File: src/rtl/lm70_pkg.sv
// lm70_pkg: frame layout constants and FSM state encoding shared by the LM70 reader
package lm70_pkg;
  localparam int LM70_FRAME_W = 16;
  localparam int LM70_CODE_W = 11;
  localparam int LM70_INT_W = 9;
  localparam logic [2:0] LM70_FIXED_BITS = 3'b111;
  localparam int LM70_FIXED_MSB = 4;
  localparam int LM70_FIXED_LSB = 2;
  localparam logic [1:0] ST_IDLE = 2'd0;
  localparam logic [1:0] ST_SETUP = 2'd1;
  localparam logic [1:0] ST_SHIFT = 2'd2;
  localparam logic [1:0] ST_HOLD = 2'd3;
endpackage

File: src/rtl/lm70_sck_gen.sv
// lm70_sck_gen: free-running half-period divider with rise/fall strobes and the sck register
module lm70_sck_gen #(
  parameter int CLK_DIV = 2
) (
  input  logic clk,
  input  logic rst_n,
  input  logic clr,
  input  logic en,
  output logic tick,
  output logic rise,
  output logic fall,
  output logic sck
);
  localparam logic [15:0] LAST = 16'(CLK_DIV - 1);
  logic [15:0] cnt;
  assign tick = cnt == LAST;
  assign rise = tick & en & ~sck;
  assign fall = tick & en & sck;
  always_ff @(posedge clk or negedge rst_n)
    if (!rst_n) begin
      cnt <= '0;
      sck <= 1'b0;
    end else begin
      cnt <= (clr | tick) ? '0 : cnt + 16'd1;
      sck <= clr ? 1'b0 : (tick & en) ? ~sck : sck;
    end
endmodule

File: src/rtl/lm70_spi_reader.sv
// lm70_spi_reader: LM70 3-wire SPI frame reader with temperature decode, optional poll and alarm
// Optional hysteresis alarm enabled by defining LM70_ALARM_EN; otherwise alarm is tied low.
module lm70_spi_reader
  import lm70_pkg::*;
#(
  parameter int CLK_DIV = 2,
  parameter int POLL_CYCLES = 0
) (
  input  logic                           clk,
  input  logic                           rst_n,
  input  logic                           ena,
  input  logic                           start,
  input  logic                           sio_in,
  input  logic [LM70_CODE_W-1:0]         thr_hi,
  input  logic [LM70_CODE_W-1:0]         thr_lo,
  output logic                           cs_n,
  output logic                           sck,
  output logic                           busy,
  output logic [LM70_FRAME_W-1:0]        frame,
  output logic [LM70_CODE_W-1:0]         temp_code,
  output logic [LM70_INT_W-1:0]          temp_int,
  output logic                           temp_valid,
  output logic                           frame_err,
  output logic                           alarm
);
  localparam logic [31:0] POLL_LAST = (POLL_CYCLES > 0) ? 32'(POLL_CYCLES - 1) : 32'd0;
  logic [1:0] state;
  logic [4:0] bits;
  logic [LM70_FRAME_W-1:0] sr;
  logic [31:0] poll_cnt;
  logic pend, gap_ok, tick, rise, fall, go, done, poll_tick, frame_ok;
  assign poll_tick = (POLL_CYCLES > 0) && ena && (poll_cnt == POLL_LAST);
  assign go = (state == ST_IDLE) && ena && (start || poll_tick || pend) && (gap_ok || tick);
  assign done = (state == ST_HOLD) && tick;
  assign frame_ok = sr[LM70_FIXED_MSB:LM70_FIXED_LSB] == LM70_FIXED_BITS;
  lm70_sck_gen #(.CLK_DIV(CLK_DIV)) u_sck (
    .clk  (clk),
    .rst_n(rst_n),
    .clr  (go),
    .en   (state == ST_SETUP || state == ST_SHIFT),
    .tick (tick),
    .rise (rise),
    .fall (fall),
    .sck  (sck)
  );
  always_ff @(posedge clk or negedge rst_n)
    if (!rst_n) begin
      state <= ST_IDLE;
      bits <= '0;
      sr <= '0;
      poll_cnt <= '0;
      pend <= 1'b0;
      gap_ok <= 1'b1;
      cs_n <= 1'b1;
      busy <= 1'b0;
      frame <= '0;
      temp_code <= '0;
      temp_int <= '0;
      temp_valid <= 1'b0;
      frame_err <= 1'b0;
    end else begin
      state <= go ? ST_SETUP
             : (state == ST_SETUP && rise) ? ST_SHIFT
             : (state == ST_SHIFT && fall && bits == 5'd16) ? ST_HOLD
             : done ? ST_IDLE : state;
      bits <= go ? '0 : rise ? bits + 5'd1 : bits;
      sr <= rise ? {sr[LM70_FRAME_W-2:0], sio_in} : sr;
      // poll period restarts at every frame start, whatever triggered it
      poll_cnt <= (go || poll_tick) ? '0 : ena ? poll_cnt + 32'd1 : poll_cnt;
      pend <= go ? 1'b0 : poll_tick ? 1'b1 : pend;
      gap_ok <= done ? 1'b0 : (state == ST_IDLE && tick) ? 1'b1 : gap_ok;
      cs_n <= go ? 1'b0 : done ? 1'b1 : cs_n;
      busy <= go ? 1'b1 : done ? 1'b0 : busy;
      temp_valid <= done & frame_ok;
      if (done) begin
        frame <= sr;
        frame_err <= ~frame_ok;
      end
      if (done && frame_ok) begin
        temp_code <= sr[LM70_FRAME_W-1 -: LM70_CODE_W];
        temp_int <= sr[LM70_FRAME_W-1 -: LM70_INT_W];
      end
    end
`ifdef LM70_ALARM_EN
  logic signed [LM70_CODE_W-1:0] code_new;
  assign code_new = $signed(sr[LM70_FRAME_W-1 -: LM70_CODE_W]);
  always_ff @(posedge clk or negedge rst_n)
    if (!rst_n) alarm <= 1'b0;
    else if (done && frame_ok)
      alarm <= (code_new >= $signed(thr_hi)) ? 1'b1 : (code_new <= $signed(thr_lo)) ? 1'b0 : alarm;
`else
  logic unused_thr;
  assign unused_thr = ^{thr_hi, thr_lo};
  assign alarm = 1'b0;
`endif
endmodule

File: config.mk
export PLATFORM = sky130hd
export DESIGN_NAME = lm70_spi_reader
export DESIGN_NICKNAME = d
export VERILOG_FILES = /design/src/rtl/lm70_pkg.sv /design/src/rtl/lm70_sck_gen.sv /design/src/rtl/lm70_spi_reader.sv
export SDC_FILE = /design/constraint.sdc
export NUM_CORES = 1
export LEC_CHECK = 0
export CORE_MARGIN = 2
export CORE_UTILIZATION = 37
export DETAILED_ROUTE_END_ITERATION = 16
export SLEW_MARGIN = 20
export SYNTH_ARGS = -nofsm -noshare
export SYNTH_HDL_FRONTEND = slang
export SYNTH_SLANG_ARGS = --single-unit
export TNS_END_PERCENT = 20
File: constraint.sdc
create_clock -name clk -period 2.2 [get_ports clk]
set_clock_uncertainty 0.1 [all_clocks]
set_input_delay 0.22 -clock clk [delete_from_list [all_inputs] [get_ports clk]]
set_output_delay 0.22 -clock clk [all_outputs]
set_load 0.01 [all_outputs]
# Word level (Yosys, flattened, before mapping)
# Index checks and enable logic that the tools add are counted.
# W data, S select, Z words.
# word_totals
latchBits,0
elab_cells,63
mem_bits_rw,0
memories,0
inputBits,27
rom_bits,0
ff_bits,82
# op_classes
addsub,2
n_shift,0
n_div,0
magnitude_cmp,0
n_reduce_logical,18
mul,0
mux,16
n_eq_ne,6
n_bitwise,7
# ops
cell,n
$add A16 B1 Y16 const B,1
$eq A16 B1 Y1 const B,1
$mux W16,1
$mux W5,2
$logic_and A1 B1 Y1,9
$mux W1,9
$mux W2,4
$reduce_bool A2 Y1,4
$add A5 B1 Y5 const B,1
$eq A5 B5 Y1 const B,1
$and A1 B1 Y1,4
$eq A2 B2 Y1 const B,2
$reduce_bool A4 Y1,1
$eq A3 B3 Y1 const B,1
$logic_or A1 B1 Y1,3
$eq A2 B1 Y1 const B,1
$logic_not A2 Y1,1
$not A1 Y1,2
$or A1 B1 Y1,1

# Longest topological paths before layout
# logic_depth
word_depth,9
ltp_mapped,8
depth_no_buf,6

# By module
# A second synthesis with hierarchy kept.
# hier_totals
cells_unflattened,281
hier_area_um2,3215.6
# modules_own_cells
module,seq_area_each_um2,instances,cells_per_inst,area_each_um2
lm70_spi_reader,1378.8,1,191,2307.2
lm70_sck_gen,425.4,1,90,908.4

# Worst setup path after synthesis
# No wires, ideal clock.
# synth_path
path_type,flip-flop to flip-flop
start,register u_sck.cnt[1]
end,register sr[10]
t_arrival_ps,1869
path_slack_ps,106
required_time_ps,1975
stages_incl_launch_ff,8
cell_sequence,dfrtp_1 > inv_1 > ha_1 > nor4b_2 > nand4_1 > nor2_2 > buf_4 > mux2_2
# synth_via
elab_chain_cells,3
# synth_rtl
element,line_no,rtl
from (decl),lm70_sck_gen.sv:15,logic [15:0] cnt;
from (signal assigned),lm70_sck_gen.sv:24,cnt <= (clr | tick) ? '0 : cnt + 16'd1;
$eq A16 B1 Y1,lm70_sck_gen.sv:16,assign tick = cnt == LAST;
$and A1 B1 Y1 (2 in a row),lm70_sck_gen.sv:17,assign rise = tick & en & ~sck;
to (signal assigned),lm70_spi_reader.sv:67,"sr <= rise ? {sr[LM70_FRAME_W-2:0], sio_in} : sr;"
to (decl),lm70_spi_reader.sv:29,logic [LM70_FRAME_W-1:0] sr;
# Every way passes these cells.
# A chain may end at the register's enable or synchronous reset.

# Worst setup path in the final report
# layout_path
start,register u_sck.cnt[1]
end,register temp_code[2]
# layout_via
elab_chain_cells,3
# layout_rtl
element,line_no,rtl
$eq A16 B1 Y1,lm70_sck_gen.sv:16,
$logic_and A1 B1 Y1,lm70_spi_reader.sv:34,assign done = (state == ST_HOLD) && tick;
$logic_and A1 B1 Y1,lm70_spi_reader.sv:79,if (done && frame_ok) begin
to (signal assigned),lm70_spi_reader.sv:80,temp_code <= sr[LM70_FRAME_W-1 -: LM70_CODE_W];
to (decl),lm70_spi_reader.sv:20,"output logic [LM70_CODE_W-1:0] temp_code,"
# Every way passes these cells.

==> impl_metrics.csv <==
group,metric,value,unit
pwr,comb_power_share,33.5,%
logic_synthesis,synth_async_sr_flop_share,100,%
logic_synthesis,synth_area,0.00324,mm²
pwr,total_switching_power,1.50,mW
global_routing,grtUsageTotal,14.8,%
clock_tree,clock_sinks,72,
logic_synthesis,postSynth.topFlopCell,"sky130_fd_sc_hd__dfrtp_1",
placed_design,gp_congestion,0.804,
setup_path,crit_path_start,"u_sck.cnt[1]$_DFF_PN0_",
logic_synthesis,synth_top_family_by_area,"simple AND/OR/NAND/NOR gates",
clock_tree,clock_tree.htree_level_count,3,
floorplanning,die_h,97.6,µm
setup_path,crit_fanout,6,
cells_and_area,final-instance-count-excl-fill,464,
logic_synthesis,synth.net_count,331,
logic_synthesis,syn_inst_count,296,
cells_and_area,layout.filler_cells,800,
logic_synthesis,synth.mux.area_fraction,9.37,%
timing,period_needed,2080,ps
floorplanning,fp.dieArea,0.00953,mm²
logic_synthesis,synth_area_per_cell,11.0,µm²
floorplanning,ioPinCount,69,
timing,max_fclk,480,MHz
route,postRouteAntennaNets,0,
logic_synthesis,synth_cell_types,39,
flow_run,timing.max_cap.violations,0,
global_routing,grt_util_met1,20.3,%
cells_and_area,multi_input_area,0.00132,mm²
route,drcViolationCount,0,
placed_design,dp.cells,445,
run_status,status,"completed",
global_routing,antenna_found_initial,0,
timing,setup-violations-final,0,
route,wire_per_inst,13.8,µm
logic_synthesis,synth_seq_area_share,55.6,%
logic_synthesis,yosys.area.top_type,"sky130_fd_sc_hd__dfrtp_1",
cells_and_area,area_overhead_of_the_layout_relative_to_synthesis,26.8,%
floorplanning,floorplan.core_area,0.00859,mm²
floorplanning,fp.dieW,97.6,µm
pwr,power_density,1080,mW/mm²
setup_path,worstReg2RegStart,"u_sck.cnt[1]$_DFF_PN0_",
logic_synthesis,synth-adder-area-share,3.09,%
pwr,report.power.total,4.44,mW
clock_tree,cts_buffer_depth,2,
placed_design,io_buffer_count,45,
timing,final.period_utilization,94.7,%
cells_and_area,most-common-layout-cells,"sky130_fd_sc_hd__dfrtp_1 (70), sky130_fd_sc_hd__nand2_1 (59), sky130_fd_sc_hd__clkdlybuf4s50_1 (44)",
global_routing,grtUsageMet3,3.53,%
setup_path,critical_path.endpoint_type,"register",
logic_synthesis,synth_compound_area_share,3.78,%
placed_design,pre_cts_slack,73.5,ps
placed_design,place_hpwl,4400,µm
logic_synthesis,synth_xor_area_share,3.51,%
route,detailroute.via_count,2270,
clock_tree,clk_pin_slew_worst_setup_hold_paths,80,ps
setup_path,cp_data_required_time,2340,ps
timing,layout_setup_ws,117,ps
global_routing,first_global_vias,2297,
pwr,cell_internal_pwr,2.94,mW
cells_and_area,area_of_all_sequential_standard_cells,0.00180,mm²
cells_and_area,final_core_utilization,47.9,%
setup_path,startpoint_type,"register",
route,wl,6420,µm
route,drt-initial-drc-count,105,
min_path,hp-class,"in2async",
logic_synthesis,synthesis.yosys.warnings,0,
cells_and_area,nNetsFinal,386,
clock_tree,tritoncts_clock_tree,"built",
clock_tree,clock-root-buffer,"sky130_fd_sc_hd__clkbuf_8",
global_routing,grt_met2_usage,22.3,%
cells_and_area,layout.cells.most_common,"sky130_fd_sc_hd__dfrtp_1",
global_routing,largest_net_degree_at_the_start_of_global_routing,56,
logic_synthesis,netlist.area_leader.share,54.0,%
pwr,total_leakage_power,1.89,nW
global_routing,global_route.peak_usage_layer,"met2",
pwr,share_seq_of_total_power,40.4,%
logic_synthesis,synth-simple-area-share,20.2,%
route,routed_via_density,4.89,
floorplanning,num_rows,34,
logic_synthesis,main_area_contributors_after_synthesis,"sky130_fd_sc_hd__dfrtp_1 (54%), sky130_fd_sc_hd__mux2_2 (9.4%), sky130_fd_sc_hd__nand2_1 (6.8%)",
global_routing,grt_pass1_wl,11400,µm
cells_and_area,post_route_cells_drive_above_1_share,20.2,%
setup_path,path_class,"reg2reg",
timing,report.final.slew_viol_count,0,
clock_tree,tritoncts_buffers,9,
timing,hold_viol,0,
pwr,ir_drop,0.000495,V
global_routing,overflow,0,
setup_path,cp_data_arrival_time,2220,ps
route,pre_antenna_drt_iters,4,
cells_and_area,antenna_cells_inserted,0,
clock_tree,clock_latency,350,ps
logic_synthesis,synth_edf_count,0,
pwr,power_frac_clock,26.1,%
pwr,switching_power_as_a_share_of_total_power,33.7,%
logic_synthesis,ys_seq_elements,72,
floorplanning,starting_utilization_of_the_core_area,37.8,%
[cell usage after synthesis, types with 3 or more instances]
cell                       instances
sky130_fd_sc_hd__xnor2_1           6
sky130_fd_sc_hd__nand2_1          59
sky130_fd_sc_hd__ha_1              8
sky130_fd_sc_hd__mux2_2           27
sky130_fd_sc_hd__buf_2             5
sky130_fd_sc_hd__nor4b_1           3
sky130_fd_sc_hd__nand3_1           9
sky130_fd_sc_hd__o21ai_0           3
sky130_fd_sc_hd__xor2_1            7
sky130_fd_sc_hd__nor4_1            3
sky130_fd_sc_hd__inv_1             6
sky130_fd_sc_hd__and4_1            6
sky130_fd_sc_hd__nor3_1            3
sky130_fd_sc_hd__buf_4            11
sky130_fd_sc_hd__a21oi_1           7
sky130_fd_sc_hd__nand4_1          13
sky130_fd_sc_hd__nor2_1           23
sky130_fd_sc_hd__clkbuf_1          3
sky130_fd_sc_hd__dfrtp_1          70
[path summary, 6_finish.rpt]
path / end / depth (start not counted) / slack [ps]
setup reg to reg: temp_code[2]$_DFFE_PN0P_ / 7 / 120
setup / recovery: temp_code[2]$_DFFE_PN0P_ / 7 / 120
hold / removal: u_sck.cnt[2]$_DFF_PN0_ / 2 / 240
max in group asynchronous: gap_ok$_DFFE_PN1P_ / 3 / 1070
min in group clk: frame[15]$_DFFE_PN0P_ / 2 / 370
hold reg to reg: frame[15]$_DFFE_PN0P_ / 2 / 370
[per-stage QoR]
step                      instance area [µm²]  setup TNS [ps]  hold WS (ps)
after floorplan                          3240               0          -176
after global placement                   3840               0          93.7
after detailed placement                 3840               0          97.7
after CTS                                4070               0           243
after global routing                     4110           -22.6           296
final                                    4110               0           235
[per-layer routing]
metal  up-vias  routed length, µm  share of wire, %
li1       1119                  -                 -
met1      1107               3050                47
met2        34               3070                48
met3        10                198               3.1
met4         0                 99               1.5
met5         -                  0                 0
[power by group through the flow]
stage	logic (mW)	clock network [mW]	registers (mW)
CTS	1.44	1.20	1.79
global route	1.66	1.25	1.83
floorplan	0.849	0	1.80
global placement	1.41	0	1.81
finish	1.49	1.16	1.79
detailed placement	1.43	0	1.82
[registers in the layout (all words and copies together) (netlist names)]
| name | count |
|---|---|
| bits | 5 |
| busy | 1 |
| cs_n | 1 |
| frame | 16 |
| frame_err | 1 |
| gap_ok | 1 |
| sr | 16 |
| state | 2 |
| temp_code | 11 |
| temp_valid | 1 |
| u_sck.cnt | 16 |
| u_sck.sck | 1 |
[layout make-up]
class                   count  share of cell area [%]
inverters                   6                   0.547
well taps                 108                    3.28
repair buffers             63                    14.9
clock buffers              10                    3.10
multi-input cells         199                    32.1
clock inverters             6                    2.19
flip-flops and latches     72                    43.9
[cells by family (layout without fill, tap and decap cells)]
family | Yosys count | in the layout
AND/OR/NAND/NOR | 131 | 131
flip-flops | 72 | 72
multiplexers | 27 | 27
buffers and inverters | 25 | 85
AO/OA/AOI/OAI | 19 | 19
XOR/XNOR | 13 | 13
adder cells (fa/ha/maj) | 8 | 8
other | 1 | 1
[timing repair]
action	in CTS	in global routing
hold buffers	1	0
setup endpoints to repair	0	8
hold endpoints to repair	17	0
resized for setup	0	7
setup buffers	0	2
[worst max-delay path, stage by stage (launching register included)]
cell and delay [ps]:
sky130_fd_sc_hd__dfrtp_1 410, sky130_fd_sc_hd__inv_1 70, sky130_fd_sc_hd__ha_2 180, sky130_fd_sc_hd__nor4b_4 220, sky130_fd_sc_hd__nand4_1 210, sky130_fd_sc_hd__nor2_1 230, sky130_fd_sc_hd__buf_4 200, sky130_fd_sc_hd__mux2_2 340
Note: power is estimated with default switching activity, not from simulation.
